==> config.mk <==
export PLATFORM = sky130hd
export DESIGN_NAME = aes_enc_iter_ctrl_flat
export DESIGN_NICKNAME = d
export VERILOG_FILES = /design/src/rtl/aes_enc_iter_ctrl_if.sv /design/src/rtl/aes_enc_iter_ctrl.sv /design/src/flat_wrapper.sv
export SDC_FILE = /design/constraint.sdc
export NUM_CORES = 1
export LEC_CHECK = 0
export CAP_MARGIN = 20
export CORE_AREA = 2 2 257 259
export DETAILED_ROUTE_END_ITERATION = 8
export DIE_AREA = 0 0 259 261
export PLACE_DENSITY = 0.43
export SLEW_MARGIN = 20
export SYNTH_ARGS = -nofsm -noshare
export SYNTH_HDL_FRONTEND = slang
export SYNTH_SLANG_ARGS = --single-unit
==> constraint.sdc <==
create_clock -name clk -period 2.1 [get_ports clk]
set_input_delay 0.21 -clock clk [delete_from_list [all_inputs] [get_ports clk]]
set_output_delay 0.21 -clock clk [all_outputs]
set_load 0.005 [all_outputs]
==> src/rtl/aes_enc_iter_ctrl_if.sv <==
// Bundle of stream, key-store and round-datapath signals for aes_enc_iter_ctrl.
//   master : controller side (drives in_ready, rk_addr, round_in, last_round,
//            out_valid, ciphertext, busy)
//   slave  : environment side (source, key store, round datapath, sink)
interface aes_enc_iter_ctrl_if;
  logic         key_ready;
  logic         in_valid;
  logic         in_ready;
  logic [127:0] plaintext;
  logic [3:0]   rk_addr;
  logic [127:0] rk_data;
  logic [127:0] round_in;
  logic         last_round;
  logic [127:0] round_out;
  logic         out_valid;
  logic         out_ready;
  logic [127:0] ciphertext;
  logic         busy;

  modport master (
    input  key_ready, in_valid, plaintext, rk_data, round_out, out_ready,
    output in_ready, rk_addr, round_in, last_round, out_valid, ciphertext, busy
  );

  modport slave (
    output key_ready, in_valid, plaintext, rk_data, round_out, out_ready,
    input  in_ready, rk_addr, round_in, last_round, out_valid, ciphertext, busy
  );
endinterface

==> src/rtl/aes_enc_iter_ctrl.sv <==
// Iterative AES encryption sequencer. One shared round datapath (external,
// combinational) is reused for all ROUNDS passes; the initial AddRoundKey with
// key 0 is folded into the accept cycle. One block in flight; the result is
// held until the consumer takes it.
// Ports:
//   clk, rst : clock and synchronous active-high reset
//   bus      : stream in (in_valid/in_ready/plaintext), key store
//              (key_ready, rk_addr, rk_data), round datapath (round_in,
//              last_round, round_out), stream out (out_valid/out_ready/
//              ciphertext) and busy
// NK must be 4, 6 or 8; the round count is derived from it.
module aes_enc_iter_ctrl #(
  parameter int unsigned NK = 4
) (
  input logic               clk,
  input logic               rst,
  aes_enc_iter_ctrl_if.master bus
);

  localparam int unsigned ROUNDS  = NK + 6;
  localparam logic [3:0]  RoundsW = 4'(ROUNDS);

  localparam logic [1:0] StIdle  = 2'd0;
  localparam logic [1:0] StRound = 2'd1;
  localparam logic [1:0] StDone  = 2'd2;

  logic [1:0]   fsm_q, fsm_d;
  logic [3:0]   rnd_q, rnd_d;
  logic [127:0] data_q, data_d;

  always_comb begin
    fsm_d  = fsm_q;
    rnd_d  = rnd_q;
    data_d = data_q;
    case (fsm_q)
      StIdle: begin
        if (bus.in_valid && bus.key_ready) begin
          // rk_addr is 0 here, so rk_data is round key 0
          data_d = bus.plaintext ^ bus.rk_data;
          rnd_d  = 4'd1;
          fsm_d  = StRound;
        end
      end
      StRound: begin
        data_d = bus.round_out;
        if (rnd_q == RoundsW) begin
          rnd_d = 4'd0;
          fsm_d = StDone;
        end else begin
          rnd_d = rnd_q + 4'd1;
        end
      end
      StDone: begin
        if (bus.out_ready) begin
          fsm_d = StIdle;
        end
      end
      default: begin
        fsm_d = StIdle;
        rnd_d = 4'd0;
      end
    endcase
  end

  always_ff @(posedge clk) begin
    if (rst) begin
      fsm_q  <= StIdle;
      rnd_q  <= 4'd0;
      data_q <= '0;
    end else begin
      fsm_q  <= fsm_d;
      rnd_q  <= rnd_d;
      data_q <= data_d;
    end
  end

  always_comb begin
    bus.in_ready   = (fsm_q == StIdle) && bus.key_ready;
    bus.rk_addr    = (fsm_q == StRound) ? rnd_q : 4'd0;
    bus.round_in   = data_q;
    bus.last_round = (fsm_q == StRound) && (rnd_q == RoundsW);
    bus.out_valid  = (fsm_q == StDone);
    bus.ciphertext = data_q;
    bus.busy       = (fsm_q == StRound) || (fsm_q == StDone);
  end

endmodule

==> src/flat_wrapper.sv <==
// flat-port wrapper written by rule: the top's interface ports become plain ports
module aes_enc_iter_ctrl_flat 
#(
  parameter int unsigned NK = 4
)
  (clk, rst, bus_key_ready, bus_in_valid, bus_plaintext, bus_rk_data, bus_round_out, bus_out_ready, bus_in_ready, bus_rk_addr, bus_round_in, bus_last_round, bus_out_valid, bus_ciphertext, bus_busy);
  aes_enc_iter_ctrl_if bus_i ();
  input logic clk;
  input logic rst;
  input wire logic [$bits(bus_i.key_ready)-1:0] bus_key_ready;
  input wire logic [$bits(bus_i.in_valid)-1:0] bus_in_valid;
  input wire logic [$bits(bus_i.plaintext)-1:0] bus_plaintext;
  input wire logic [$bits(bus_i.rk_data)-1:0] bus_rk_data;
  input wire logic [$bits(bus_i.round_out)-1:0] bus_round_out;
  input wire logic [$bits(bus_i.out_ready)-1:0] bus_out_ready;
  output wire logic [$bits(bus_i.in_ready)-1:0] bus_in_ready;
  output wire logic [$bits(bus_i.rk_addr)-1:0] bus_rk_addr;
  output wire logic [$bits(bus_i.round_in)-1:0] bus_round_in;
  output wire logic [$bits(bus_i.last_round)-1:0] bus_last_round;
  output wire logic [$bits(bus_i.out_valid)-1:0] bus_out_valid;
  output wire logic [$bits(bus_i.ciphertext)-1:0] bus_ciphertext;
  output wire logic [$bits(bus_i.busy)-1:0] bus_busy;
  assign bus_i.key_ready = bus_key_ready;
  assign bus_i.in_valid = bus_in_valid;
  assign bus_i.plaintext = bus_plaintext;
  assign bus_i.rk_data = bus_rk_data;
  assign bus_i.round_out = bus_round_out;
  assign bus_i.out_ready = bus_out_ready;
  assign bus_in_ready = bus_i.in_ready;
  assign bus_rk_addr = bus_i.rk_addr;
  assign bus_round_in = bus_i.round_in;
  assign bus_last_round = bus_i.last_round;
  assign bus_out_valid = bus_i.out_valid;
  assign bus_ciphertext = bus_i.ciphertext;
  assign bus_busy = bus_i.busy;
  aes_enc_iter_ctrl #(.NK(NK)) u_core (.clk(clk), .rst(rst), .bus(bus_i));
endmodule
Word level (Yosys, flattened, before mapping)
Cells that the tools add are included.
- bits of input ports: 389
- bits in registers: 134
- bitwise operators: 2
- add/sub/neg operators: 1
- reductions and logical operators: 9
- mux-type cells: 10
- eq/ne operators: 6
- operator list (operator ; number):
    128-bit case mux with 2 select lines ; 1
    128-bit 2-to-1 mux ; 1
    128-bit bitwise XOR ; 1
    4-bit 2-to-1 mux ; 3
    4-bit case mux with 3 select lines ; 1
    2-bit 2-to-1 mux ; 3
    2-bit case mux with 3 select lines ; 1
    4-bit by 1-bit adder with 4-bit output (second input constant) ; 1
    4-bit == test (second input constant) ; 1
    2-bit inequality test (second input constant) ; 2
    2-bit AND reduction ; 2
    1-bit logical AND ; 3
    3-bit AND reduction ; 1
    2-bit by 1-bit == test with 1-bit output (second input constant) ; 1
    2-bit == test (second input constant) ; 1
    2-bit zero test ; 1
    2-bit by 1-bit inequality test with 1-bit output (second input constant) ; 1
    2-bit nonzero test ; 1
    1-bit logical OR ; 1
    1-bit NOT ; 1

Logic depth before layout (Yosys ltp)
- depth after elaboration: 3
- gate-level depth with buffers: 8

Worst setup path after synthesis
Ideal clock, no wire load.
- kind: flip-flop to flip-flop
- start point: reg u_core.fsm_q[0]
- end point: reg u_core.data_q[76] (netlist: u_core.bus.ciphertext[76])
- clock period less this slack: 1.592 ns
- setup time: 0.117 ns
- data arrival time: 1.475 ns
- slack: 0.508 ns
- stages on the path, launching flop included: 8
- cells stage by stage: dfxtp_1 > inv_1 > ha_1 > nand2b_1 > and3_1 > buf_6 > buf_6 > a22o_1
- longest elaborated chain between the ends: 3
- elaborated cells on any way between the ends: 6
- RTL lines (what ; line ; RTL):
    start: declaration ; aes_enc_iter_ctrl.sv:27 ; logic [1:0] fsm_q, fsm_d;
    start signal: assignment ; aes_enc_iter_ctrl.sv:67 ; fsm_q <= StIdle;
    start signal: assignment ; aes_enc_iter_ctrl.sv:71 ; fsm_q <= fsm_d;
    2-bit by 1-bit == test with 1-bit output / 2-bit zero test (equally long branches) ; aes_enc_iter_ctrl.sv:35 ; case (fsm_q)
    2-bit nonzero test (no source line) / 2-bit by 1-bit inequality test with 1-bit output (equally long branches) ; -- ;
    2-bit AND reduction (no source line) ; -- ;
    end signal: assignment ; aes_enc_iter_ctrl.sv:73 ; data_q <= data_d;
    end: declaration ; aes_enc_iter_ctrl.sv:29 ; logic [127:0] data_q, data_d;
Parallel ways exist; a longest one is shown, timed or not.
A chain may end at the register's enable or synchronous reset.

Worst setup path in the final report
- start point: reg u_core.fsm_q[0]
- end point: out bus_in_ready
- longest elaborated chain between the ends: 2
- RTL lines (what ; line ; RTL):
    2-bit zero test ; aes_enc_iter_ctrl.sv:78 ; bus.in_ready = (fsm_q == StIdle) && bus.key_ready;
    1-bit logical AND ; aes_enc_iter_ctrl.sv:78 ;
    end: declaration ; flat_wrapper.sv:16 ; output wire logic [$bits(bus_i.in_ready)-1:0] bus_in_ready;
No other way between the ends.

==> impl_results.html <==
<table>
<tr><th>Metric</th><th>Value</th></tr>
<tr><th colspan="2">STA</th></tr>
<tr><td>Relative slew slack</td><td>a little over two thirds</td></tr>
<tr><td>Clock period minus worst slack</td><td>between 1.5 and 2 ns</td></tr>
<tr><td>Max Clock Skew</td><td>0.0107 ns</td></tr>
<tr><td>Final setup violation count</td><td>0</td></tr>
<tr><td>Highest Clock Rate</td><td>between 500 and 600 MHz</td></tr>
<tr><td>Worst Tran Pin Value</td><td>0.454 ns</td></tr>
<tr><td>Period utilisation layout</td><td>93.9%</td></tr>
<tr><td>Final Hold Fails</td><td>0</td></tr>
<tr><td>Setup repair after global routing missed its margin</td><td>no</td></tr>
<tr><td>Worst-case setup margin in the final layout</td><td>about 0.13 ns</td></tr>
<tr><td>Pins Over Slew Limit</td><td>0</td></tr>
<tr><th colspan="2">Synth</th></tr>
<tr><td>Post-Syn Nets</td><td>1274</td></tr>
<tr><td>Post-synthesis area per instance</td><td>8.83 µm²</td></tr>
<tr><td>Synth unique cells</td><td>36</td></tr>
<tr><td>Prevailing post-synth register cell</td><td>sky130_fd_sc_hd__dfxtp_1</td></tr>
<tr><td>Post-synthesis instance area</td><td>slightly below 0.008 mm²</td></tr>
<tr><td>Number of storage elements in the synthesis netlist</td><td>134</td></tr>
<tr><td>Fraction of post-synthesis cell area in the top cell type by area</td><td>~35%</td></tr>
<tr><td>Post-synthesis cell type with the largest combined area</td><td>sky130_fd_sc_hd__dfxtp_1</td></tr>
<tr><td>Mapped Cells</td><td>879</td></tr>
<tr><td>Cell types occupying the most area after synthesis</td><td>sky130_fd_sc_hd__dfxtp_1, sky130_fd_sc_hd__a22o_1, sky130_fd_sc_hd__xnor2_1</td></tr>
<tr><td>Synth warnings</td><td>0</td></tr>
<tr><td>Share of flip-flops with an asynchronous set or reset</td><td>0%</td></tr>
<tr><td>Number of enable flip-flop cells after synthesis</td><td>0</td></tr>
<tr><td>Sequential fraction of the synthesis area</td><td>34.6%</td></tr>
<tr><th colspan="2">Final layout</th></tr>
<tr><td>Final-stage net count</td><td>1781</td></tr>
<tr><td>Share of layout cells above drive strength 1</td><td>4.72%</td></tr>
<tr><td>Antenna cells</td><td>0</td></tr>
<tr><td>Layout-stage area growth over the synthesis result</td><td>91.8%</td></tr>
<tr><td>Area used by multi-input combinational logic</td><td>0.00375 mm²</td></tr>
<tr><td>Final-layout fill cell count</td><td>7009</td></tr>
<tr><td>Sequential cell area</td><td>0.00269 mm²</td></tr>
<tr><td>Share of the core filled with cells</td><td>22.9%</td></tr>
<tr><td>Post-Layout Cell Count</td><td>2262</td></tr>
<tr><th colspan="2">Clock tree</th></tr>
<tr><td>Master cell of the clock root buffer</td><td>sky130_fd_sc_hd__clkbuf_16</td></tr>
<tr><td>Clock-pin slew on the worst setup and hold paths</td><td>0.06 ns</td></tr>
<tr><td>Clock tree from TritonCTS</td><td>yes</td></tr>
<tr><td>Number of hold buffers added after cts</td><td>0</td></tr>
<tr><td>Number of buffers inserted during clock tree synthesis</td><td>17</td></tr>
<tr><td>Longest Clk Path Bufs</td><td>2</td></tr>
<tr><td>Clk sink count</td><td>134</td></tr>
<tr><td>CTS H-tree lvls</td><td>4</td></tr>
<tr><td>Clock Latency Late Sink</td><td>0.47 ns</td></tr>
<tr><th colspan="2">Placement</th></tr>
<tr><td>Hpwl dp</td><td>29300 µm</td></tr>
<tr><td>Port-buffer cells</td><td>652</td></tr>
<tr><td>Pre-CTS setup slack</td><td>0.211 ns</td></tr>
<tr><td>Global placer's final weighted congestion</td><td>between 0.8 and 0.9</td></tr>
<tr><td>DP Cell Count</td><td>2225</td></tr>
<tr><th colspan="2">Routing</th></tr>
<tr><td>Number of remaining DRC errors</td><td>0</td></tr>
<tr><td>Final antenna-violating net count</td><td>0</td></tr>
<tr><td>Post-detailed-route via-to-cell ratio</td><td>3.47</td></tr>
<tr><td>Starting DRC count in detailed routing</td><td>between 300 and 400</td></tr>
<tr><td>Final routed wirelength across all metal layers</td><td>36800 µm</td></tr>
<tr><td>First-pass detailed-route iteration total</td><td>4</td></tr>
<tr><td>WL per Instance</td><td>about 16 µm</td></tr>
<tr><td>Routed via count</td><td>just under 8000</td></tr>
<tr><th colspan="2">Worst setup path</th></tr>
<tr><td>Maximum fanout encountered on the critical timing path</td><td>6</td></tr>
<tr><td>Kind of start point of the critical path</td><td>flip-flop</td></tr>
<tr><td>Type of element capturing the critical path</td><td>primary output</td></tr>
<tr><td>Kind of critical path</td><td>reg -&gt; out</td></tr>
<tr><td>Arr. time, crit path</td><td>around 1.8 ns</td></tr>
<tr><td>Required time of the worst setup path</td><td>~1.9 ns</td></tr>
<tr><th colspan="2">Floorplan</th></tr>
<tr><td>Number of placement rows</td><td>94</td></tr>
<tr><td>Die X-Extent</td><td>259 µm</td></tr>
<tr><td>Effective utilization at floorplan</td><td>11.9%</td></tr>
<tr><td>Overall die height</td><td>261 µm</td></tr>
<tr><td>Core Footprint</td><td>0.0650 mm²</td></tr>
<tr><td>Floorplan die area</td><td>0.0676 mm²</td></tr>
<tr><td>Boundary Pins</td><td>653</td></tr>
<tr><th colspan="2">GRT</th></tr>
<tr><td>Overall global routing resource usage</td><td>10.5%</td></tr>
<tr><td>Global-route wire length before repair</td><td>51700 µm</td></tr>
<tr><td>Pin count of the biggest net entering global routing</td><td>approximately 110</td></tr>
<tr><td>Via count of the first global-routing pass</td><td>7907</td></tr>
<tr><td>Number of antenna violations at the first check in global routing</td><td>2</td></tr>
<tr><td>Remaining Overflow, GRT</td><td>0</td></tr>
<tr><th colspan="2">Power</th></tr>
<tr><td>Power density normalized to cell area</td><td>878 mW/mm²</td></tr>
<tr><td>Net Sw Frac</td><td>33.8%</td></tr>
<tr><td>Peak supply drop</td><td>between 400 and 500 µV</td></tr>
<tr><td>Share of power burned in combinational logic</td><td>47.4%</td></tr>
<tr><td>Part of the total power dissipated in sequential elements</td><td>~29%</td></tr>
<tr><td>Clock power share</td><td>23.7%</td></tr>
<tr><td>Int Power</td><td>8.65 mW</td></tr>
<tr><td>Final Total Pwr</td><td>13.1 mW</td></tr>
<tr><td>Reported leakage power</td><td>5.12 nW</td></tr>
<tr><td>Switching power total</td><td>4.42 mW</td></tr>
<tr><th colspan="2">Run status</th></tr>
<tr><td>Run status</td><td>complete, no violations</td></tr>
<tr><th colspan="2">Flow run</th></tr>
<tr><td>Max-Cap Viols</td><td>0</td></tr>
<tr><th colspan="2">Min path</th></tr>
<tr><td>Worst hold-check path type</td><td>in -&gt; reg</td></tr>
</table>
==> per-layer routing <==
layer	wire (µm)	global-route usage, %
met1	15000	12.2
met2	18800	18.5
met3	2460	2.99
met4	560	3.28
met5	0	0
==> Yosys cell counts (all sizes together) (2+ instances only) <==
library cell and count:
buf 173, dfxtp 134, nand2 130, o21ai 129
a22o 128, xnor2 128, clkbuf 13, ha 6
and2 5, inv 5, a21oi 2, nand3 2
nand4 2, nor2b 2, o211ai 2, o31ai 2
==> power by group through the flow <==
stage          sequential (mW)  clock [mW]  combinational, mW
2_1_floorplan             3.64           0               3.22
3_3_place_gp              3.84           0               6.18
3_5_place_dp              3.83           0               6.19
4_1_cts                   3.79        3.29               6.28
5_1_grt                   3.86        3.35               6.81
6_report                  3.77        3.10               6.20
==> logic make-up after synthesis <==
group | synth area share [%]
AND/OR/NAND/NOR | 7.87
multiplexers | 0.129
buffers and inverters | 17.9
AO/OA/AOI/OAI | 24.1
flip-flops | 34.6
XOR/XNOR | 14.4
adder cells (fa/ha/maj) | 0.967
==> stage by stage <==
step / instance area [µm²] / hold WS [ns] / TNS, ns
after floorplan: 7760 / 0.279 / 0
after global placement: 14200 / 0.495 / 0
after detailed placement: 14200 / 0.501 / 0
after CTS: 14900 / 0.375 / -0.0612
after global routing: 14900 / 0.419 / 0
final: 14900 / 0.435 / 0
==> registers in the layout, indices dropped and copies added, names as in the netlist <==
register	cells
u_core.fsm_q	2
u_core.rnd_q	4
u_core.bus.ciphertext	128
==> worst paths after layout <==
check,from,endpoint,slack [ns],cells past startpoint
max reg2reg,u_core.fsm_q[1]$_SDFFE_PP0P_,u_core.bus.ciphertext[127]$_SDFFE_PP0P_,0.24,8
max,u_core.fsm_q[0]$_SDFFE_PP0P_,bus_in_ready,0.13,4
min,bus_round_out[43],u_core.bus.ciphertext[43]$_SDFFE_PP0P_,0.43,4
min reg2reg,u_core.bus.ciphertext[124]$_SDFFE_PP0P_,u_core.bus.ciphertext[124]$_SDFFE_PP0P_,0.51,1
==> critical path: stages, from the launching register on <==
cell and delay (ns):
sky130_fd_sc_hd__dfxtp_1 0.35, sky130_fd_sc_hd__inv_2 0.13, sky130_fd_sc_hd__ha_4 0.17, sky130_fd_sc_hd__and2_1 0.12
sky130_fd_sc_hd__clkdlybuf4s50_1 0.52
==> cells in the final DEF, fill, tap and decap left out, drive strengths merged, types with 2 or more instances in the layout <==
master           n
xnor2          128
nand4            2
clkinvlp         2
buf             23
and2             5
a22o           128
inv              5
nand3            2
o211ai           2
ha               6
o21ai          129
clkbuf          19
clkdlybuf4s50  646
clkinv           8
nand2          130
dlygate4sd2      5
o31ai            2
dfxtp          134
a21oi            2
nor2b            2
bufinv           2
==> area by class of cell <==
class | count | share of cell area [%]
Clock buffer | 19 | 3.04
Clock inverter | 12 | 0.874
Inverter | 5 | 0.126
Multi-Input combinational cell | 554 | 25.2
Sequential cell | 134 | 18.0
Tap cell | 864 | 7.26
Timing Repair Buffer | 674 | 45.5
==> timing repair <==
item                                    in CTS  in global routing
endpoints found under the setup margin       7                  3
resized for setup                           10                  5
pin swaps                                    0                  0
cloned                                       0                  0
setup buffers                                5                  1
(Power assumes the default switching activity.)
